<file path="config.mk">
export PLATFORM = sky130hd
export DESIGN_NAME = pin_verifier_scan
export DESIGN_NICKNAME = d
export VERILOG_FILES = /design/src/rtl/pin_verifier_scan.sv
export SDC_FILE = /design/constraint.sdc
export NUM_CORES = 1
export LEC_CHECK = 0
export CAP_MARGIN = 20
export CORE_MARGIN = 2
export CORE_UTILIZATION = 44
export CTS_BUF_LIST = sky130_fd_sc_hd__clkbuf_8
export CTS_CLUSTER_DIAMETER = 150
export DETAILED_ROUTE_END_ITERATION = 10
export PLACE_DENSITY = 0.85
export SLEW_MARGIN = 20
export SYNTH_ARGS = -nofsm -noshare
export SYNTH_HDL_FRONTEND = slang
export SYNTH_SLANG_ARGS = --single-unit
</file>
<file path="constraint.sdc">
create_clock -name clk -period 7.95 [get_ports clk]
set_input_delay 1.59 -clock clk [delete_from_list [all_inputs] [get_ports clk]]
set_output_delay 1.59 -clock clk [all_outputs]
set_load 0.05 [all_outputs]
</file>
<file path="src/rtl/pin_verifier_scan.sv">
// Keypad PIN verifier: captures an entry, checks factory/master PIN, then scans user slots one per cycle.
// Optional lockout after MAX_FAILS consecutive failures is enabled by defining PIN_LOCKOUT_EN.
//
// state   | meaning
// IDLE    | waiting for a pin_valid rising edge
// MASTER  | compare capture against master PIN (or factory PIN while unprovisioned)
// SCAN    | compare capture against user slot idx, one slot per cycle
// RESULT  | result strobe visible for this cycle
// LOCKOUT | keypad ignored for LOCK_CYCLES cycles (PIN_LOCKOUT_EN only)
module pin_verifier_scan #(
    parameter int N_DIGITS = 4,
    parameter int DIGIT_W  = 4,
    parameter int N_USERS  = 4,
    parameter logic [N_DIGITS*DIGIT_W-1:0] DEFAULT_PIN = 'h1234,
    parameter int MAX_FAILS   = 3,
    parameter int LOCK_CYCLES = 1000,
    localparam int PW = N_DIGITS * DIGIT_W,
    localparam int IW = (N_USERS > 1) ? $clog2(N_USERS) : 1,
    localparam int FW = $clog2(MAX_FAILS + 1)
) (
    input  logic                  clk,
    input  logic                  rst,
    input  logic                  pin_valid,
    input  logic [PW-1:0]         pin_in,
    input  logic [PW-1:0]         master_pin,
    input  logic                  master_set,
    input  logic [N_USERS*PW-1:0] user_pins,
    input  logic [N_USERS-1:0]    user_en,
    output logic                  busy,
    output logic                  res_valid,
    output logic                  res_fail,
    output logic                  res_user,
    output logic                  res_master,
    output logic                  res_setup,
    output logic [IW-1:0]         res_idx,
    output logic [FW-1:0]         fail_cnt,
    output logic                  locked
);

`ifdef PIN_LOCKOUT_EN
    typedef enum logic [2:0] {
        S_IDLE, S_MASTER, S_SCAN, S_RESULT, S_LOCKOUT
    } state_t;
    localparam int TW = (LOCK_CYCLES > 1) ? $clog2(LOCK_CYCLES) : 1;
    logic [TW-1:0] timer;
`else
    typedef enum logic [1:0] {
        S_IDLE, S_MASTER, S_SCAN, S_RESULT
    } state_t;
`endif

    localparam logic [IW-1:0] LAST_IDX = IW'(N_USERS - 1);
    localparam logic [FW-1:0] FAIL_MAX = FW'(MAX_FAILS);

    state_t        state;
    logic          pv_d;
    logic [PW-1:0] cap;
    logic [IW-1:0] idx;
    logic [PW-1:0] slot_pin [N_USERS];
    logic          start;
    logic          slot_hit;
    logic [FW-1:0] fail_next;

    for (genvar u = 0; u < N_USERS; u++) begin : g_slot
        assign slot_pin[u] = user_pins[u*PW +: PW];
    end

    // Only a rising edge seen while idle starts a check; anything else is dropped.
    assign start     = pin_valid & ~pv_d & (state == S_IDLE);
    assign slot_hit  = user_en[idx] & (cap == slot_pin[idx]);
    assign fail_next = (fail_cnt == FAIL_MAX) ? fail_cnt : fail_cnt + 1'b1;

    always_ff @(posedge clk or posedge rst) begin
        if (rst) begin
            state      <= S_IDLE;
            pv_d       <= 1'b0;
            cap        <= '0;
            idx        <= '0;
            busy       <= 1'b0;
            res_valid  <= 1'b0;
            res_fail   <= 1'b0;
            res_user   <= 1'b0;
            res_master <= 1'b0;
            res_setup  <= 1'b0;
            res_idx    <= '0;
            fail_cnt   <= '0;
            locked     <= 1'b0;
`ifdef PIN_LOCKOUT_EN
            timer      <= '0;
`endif
        end else begin
            pv_d <= pin_valid;
            case (state)
                S_IDLE: begin
                    if (start) begin
                        cap   <= pin_in;
                        busy  <= 1'b1;
                        state <= S_MASTER;
                    end
                end
                S_MASTER: begin
                    if (!master_set) begin
                        res_valid <= 1'b1;
                        state     <= S_RESULT;
                        if (cap == DEFAULT_PIN) begin
                            res_setup <= 1'b1;
                            fail_cnt  <= '0;
                        end else begin
                            res_fail <= 1'b1;
                            fail_cnt <= fail_next;
                        end
                    end else if (cap == master_pin) begin
                        res_valid  <= 1'b1;
                        res_master <= 1'b1;
                        fail_cnt   <= '0;
                        state      <= S_RESULT;
                    end else begin
                        idx   <= '0;
                        state <= S_SCAN;
                    end
                end
                S_SCAN: begin
                    if (slot_hit) begin
                        res_valid <= 1'b1;
                        res_user  <= 1'b1;
                        res_idx   <= idx;
                        fail_cnt  <= '0;
                        state     <= S_RESULT;
                    end else if (idx == LAST_IDX) begin
                        res_valid <= 1'b1;
                        res_fail  <= 1'b1;
                        fail_cnt  <= fail_next;
                        state     <= S_RESULT;
                    end else begin
                        idx <= idx + 1'b1;
                    end
                end
                S_RESULT: begin
                    res_valid  <= 1'b0;
                    res_fail   <= 1'b0;
                    res_user   <= 1'b0;
                    res_master <= 1'b0;
                    res_setup  <= 1'b0;
                    res_idx    <= '0;
`ifdef PIN_LOCKOUT_EN
                    if (res_fail && fail_cnt == FAIL_MAX) begin
                        locked <= 1'b1;
                        timer  <= TW'(LOCK_CYCLES - 1);
                        state  <= S_LOCKOUT;
                    end else begin
                        busy  <= 1'b0;
                        state <= S_IDLE;
                    end
`else
                    busy  <= 1'b0;
                    state <= S_IDLE;
`endif
                end
`ifdef PIN_LOCKOUT_EN
                S_LOCKOUT: begin
                    if (timer == '0) begin
                        locked   <= 1'b0;
                        busy     <= 1'b0;
                        fail_cnt <= '0;
                        state    <= S_IDLE;
                    end else begin
                        timer <= timer - 1'b1;
                    end
                end
`endif
                default: state <= S_IDLE;
            endcase
        end
    end

endmodule

</file>
==> metrics <==
total routed wirelength 6675 um; Synth Net Count 331; Post-synth EDFFs 0; Mapped Area 2430 um^2; fmax 258.5 MHz; core area 5405 um^2; final hold vios 0; peak supply drop 159.7 uV; Worst-Skew Late Latency 290 ps; Crit path arrival time 4040 ps; All-Layer GR Usage 23.05%; GP Congestion 0.8574; Worst-Margin Slew 877.9 ps; Die Y 78.31 um; CTS Hold Bufs 0; Synth cell types 52; minimum clock period 3868 ps; setup tns final 0 ps; # resized after CTS 0; Post-CTS Repair Setup Buffers 0; Synth Flop Type dfrtp_1; H-tree levels 2; 1st-pass router iterations 4; Initial Util 44.95%; most used cell, CP a21oi_2; CP Max Fanout 8; Std-Cell Rows 27; final setup vio count 0; Avg WL per Cell 16.40 um; Top Ports 115; P&R area growth vs syn 51.44%; clock root cell clkbuf_8; CTS Buf Count 5; Syn Area/Cell 10.95 um^2; CTS tree built; slowest cell on the critical path mux4_1; most common cell after layout, fill and taps aside clkdlybuf4s50_1; via count 2213; ANT nets after route 0; Clock Skews 7.833 ps; CTS sink cnt 31; clk buf depth 2; total die area 6132 um^2; Startpoint Class input pin; antenna violations before repair 0; # fillers 426; post-route insts no fill 407; relative max-transition margin 41.48%; power per cell area 282.1 nW/um^2; hold crit path type flop to flop; most frequent cells in the layout clkdlybuf4s50_1 (113), dfrtp_1 (31), xor2_1 (19); Inst Count DP 399; YS warnings 1; Slew Viols, Final 0; RSZ-0062 raised after global routing no; crit-path cells clkdlybuf4s50_1, mux4_1, xnor2_1, nand4_1, nor4_4, a21oi_2, a21oi_2, mux2_1; Synth async-reset ratio 100.0%; final net count 443; flops & latches, synth 31; number of global-route vias before repair 2313; fraction of layout cells with a size suffix above 1 12.54%; DR vias/cell 5.437; initial DRC count 95; die width 78.31 um; PortBufs 113; max incr delay on CP 520 ps; DP HPWL 5352 um; Cells after Synth 222; period utilization 48.65%; first-pass GRT wire length 10810 um; outcome completed; clock-pin transition on the worst setup and hold timing paths 60 ps; kind of critical path input pin to flop; GR Overflow Total 0; Leakage 1.445 nW; maxcap violations 0; critical path required time 8130 ps; largest net degree at the start of global routing 32; Critical Path Sink Type flop; antenna cells 0; drt drc 0; Seq/Total Area, Yosys 31.93%
[critical path, delay by kind of cell]
family | cells | cell delay, ps
buffers and inverters | 1 | 390
AND/OR/NAND/NOR | 2 | 680
multiplexers | 2 | 840
AO/OA/AOI/OAI | 2 | 370
XOR/XNOR | 1 | 170
[flip-flops by register name, indices dropped and copies added (netlist names)]
register    cells
cap            16
fail_cnt        2
idx             2
res_idx         2
state           2
busy            1
pv_d            1
res_fail        1
res_master      1
res_setup       1
res_user        1
res_valid       1
[routing by layer]
| metal | global-route usage [%] | wire length (um) | up-vias |
|---|---|---|---|
| li1 | - | - | 1058 |
| met1 | 27.97 | 2849 | 1052 |
| met2 | 40.60 | 3289 | 93 |
| met3 | 5.172 | 416 | 10 |
| met4 | 7.368 | 121 | 0 |
| met5 | 0 | 0 | - |
[where the power goes]
part           switching, mW  internal [mW]
Combinational          0.275          0.310
Clock                 0.0596         0.0587
Sequential             0.110          0.225
Total                  0.444          0.594
[synthesized netlist by cell type, drive strengths merged, types with 2 or more instances]
| library cell | count | area share [%] |
|---|---|---|
| o2111ai | 2 | 0.72 |
| nand3b | 4 | 1.2 |
| nor4 | 5 | 1.9 |
| and3 | 3 | 0.77 |
| buf | 6 | 2.2 |
| nand2b | 5 | 1.3 |
| xor2 | 19 | 6.8 |
| o21ai | 10 | 2.1 |
| o221ai | 2 | 0.72 |
| nand4 | 6 | 1.5 |
| ha | 5 | 2.6 |
| o311a | 2 | 0.82 |
| dfrtp | 31 | 32 |
| nor2b | 2 | 0.51 |
| nand3 | 6 | 1.2 |
| or3b | 2 | 0.72 |
| nor3b | 2 | 0.62 |
| a31oi | 2 | 0.51 |
| a21oi | 5 | 1.3 |
| inv | 11 | 1.7 |
| nand2 | 14 | 2.5 |
| nor2 | 3 | 0.46 |
| clkbuf | 4 | 0.62 |
| mux2i | 5 | 2.1 |
| mux2 | 19 | 8.8 |
| xnor2 | 13 | 4.7 |
| o31ai | 3 | 0.93 |
| o211ai | 3 | 0.93 |
| mux4 | 13 | 13 |
| nor4b | 3 | 1.1 |
[cells by family (layout without fill, tap and decap cells)]
| logic type | after synthesis | count (layout) | synth area share [%] |
|---|---|---|---|
| other | 1 | 1 | 0.1543 |
| DFF | 31 | 31 | 31.93 |
| adders and majority gates | 5 | 5 | 2.575 |
| xor gates and xnor gates | 32 | 32 | 11.53 |
| and+or+nand+nor | 58 | 58 | 14.83 |
| buffers and inverters | 21 | 134 | 4.480 |
| AOI/OAI and AO/OA | 37 | 37 | 11.12 |
| muxes | 37 | 37 | 23.38 |
[per-stage QoR]
stage               utilization, %  area (um^2)  hold WS (ps)  total power, mW  setup slack, ps
floorplan                        -         2430         511.6           0.7571             4415
global placement             66.57         3598         474.3           0.9015             3860
detailed placement           66.57         3598         469.1           0.9241             3800
CTS                          68.08         3680         483.9            1.046             4100
global route                 68.08         3680         501.5            1.118             3974
finish                       68.08         3680         476.9            1.038             4082
[final timing paths]
check	startpoint	end	slack (ps)	depth (start not counted)
max	user_pins[19]	state[1]	4080	8
min	res_master	res_master	480	2
max reg2reg	idx[0]	state[1]	4730	8
min reg2reg	res_master	res_master	480	2
max in group asynchronous	rst	cap[9]	5970	3
min in group asynchronous	rst	res_valid	1680	3
[cell type report]
cell class                 count  area (um^2)  share of cell area, %
multi-input combinational    170         1545                  41.99
tap                           72        90.09                  2.448
inverter                      11        41.29                  1.122
timing repair buffer         115         1146                  31.15
sequential                    31        775.7                  21.08
clock buffer                   5        68.82                  1.870
clock inverter                 3        12.51                 0.3400
Power figures use the tool's default switching activity.
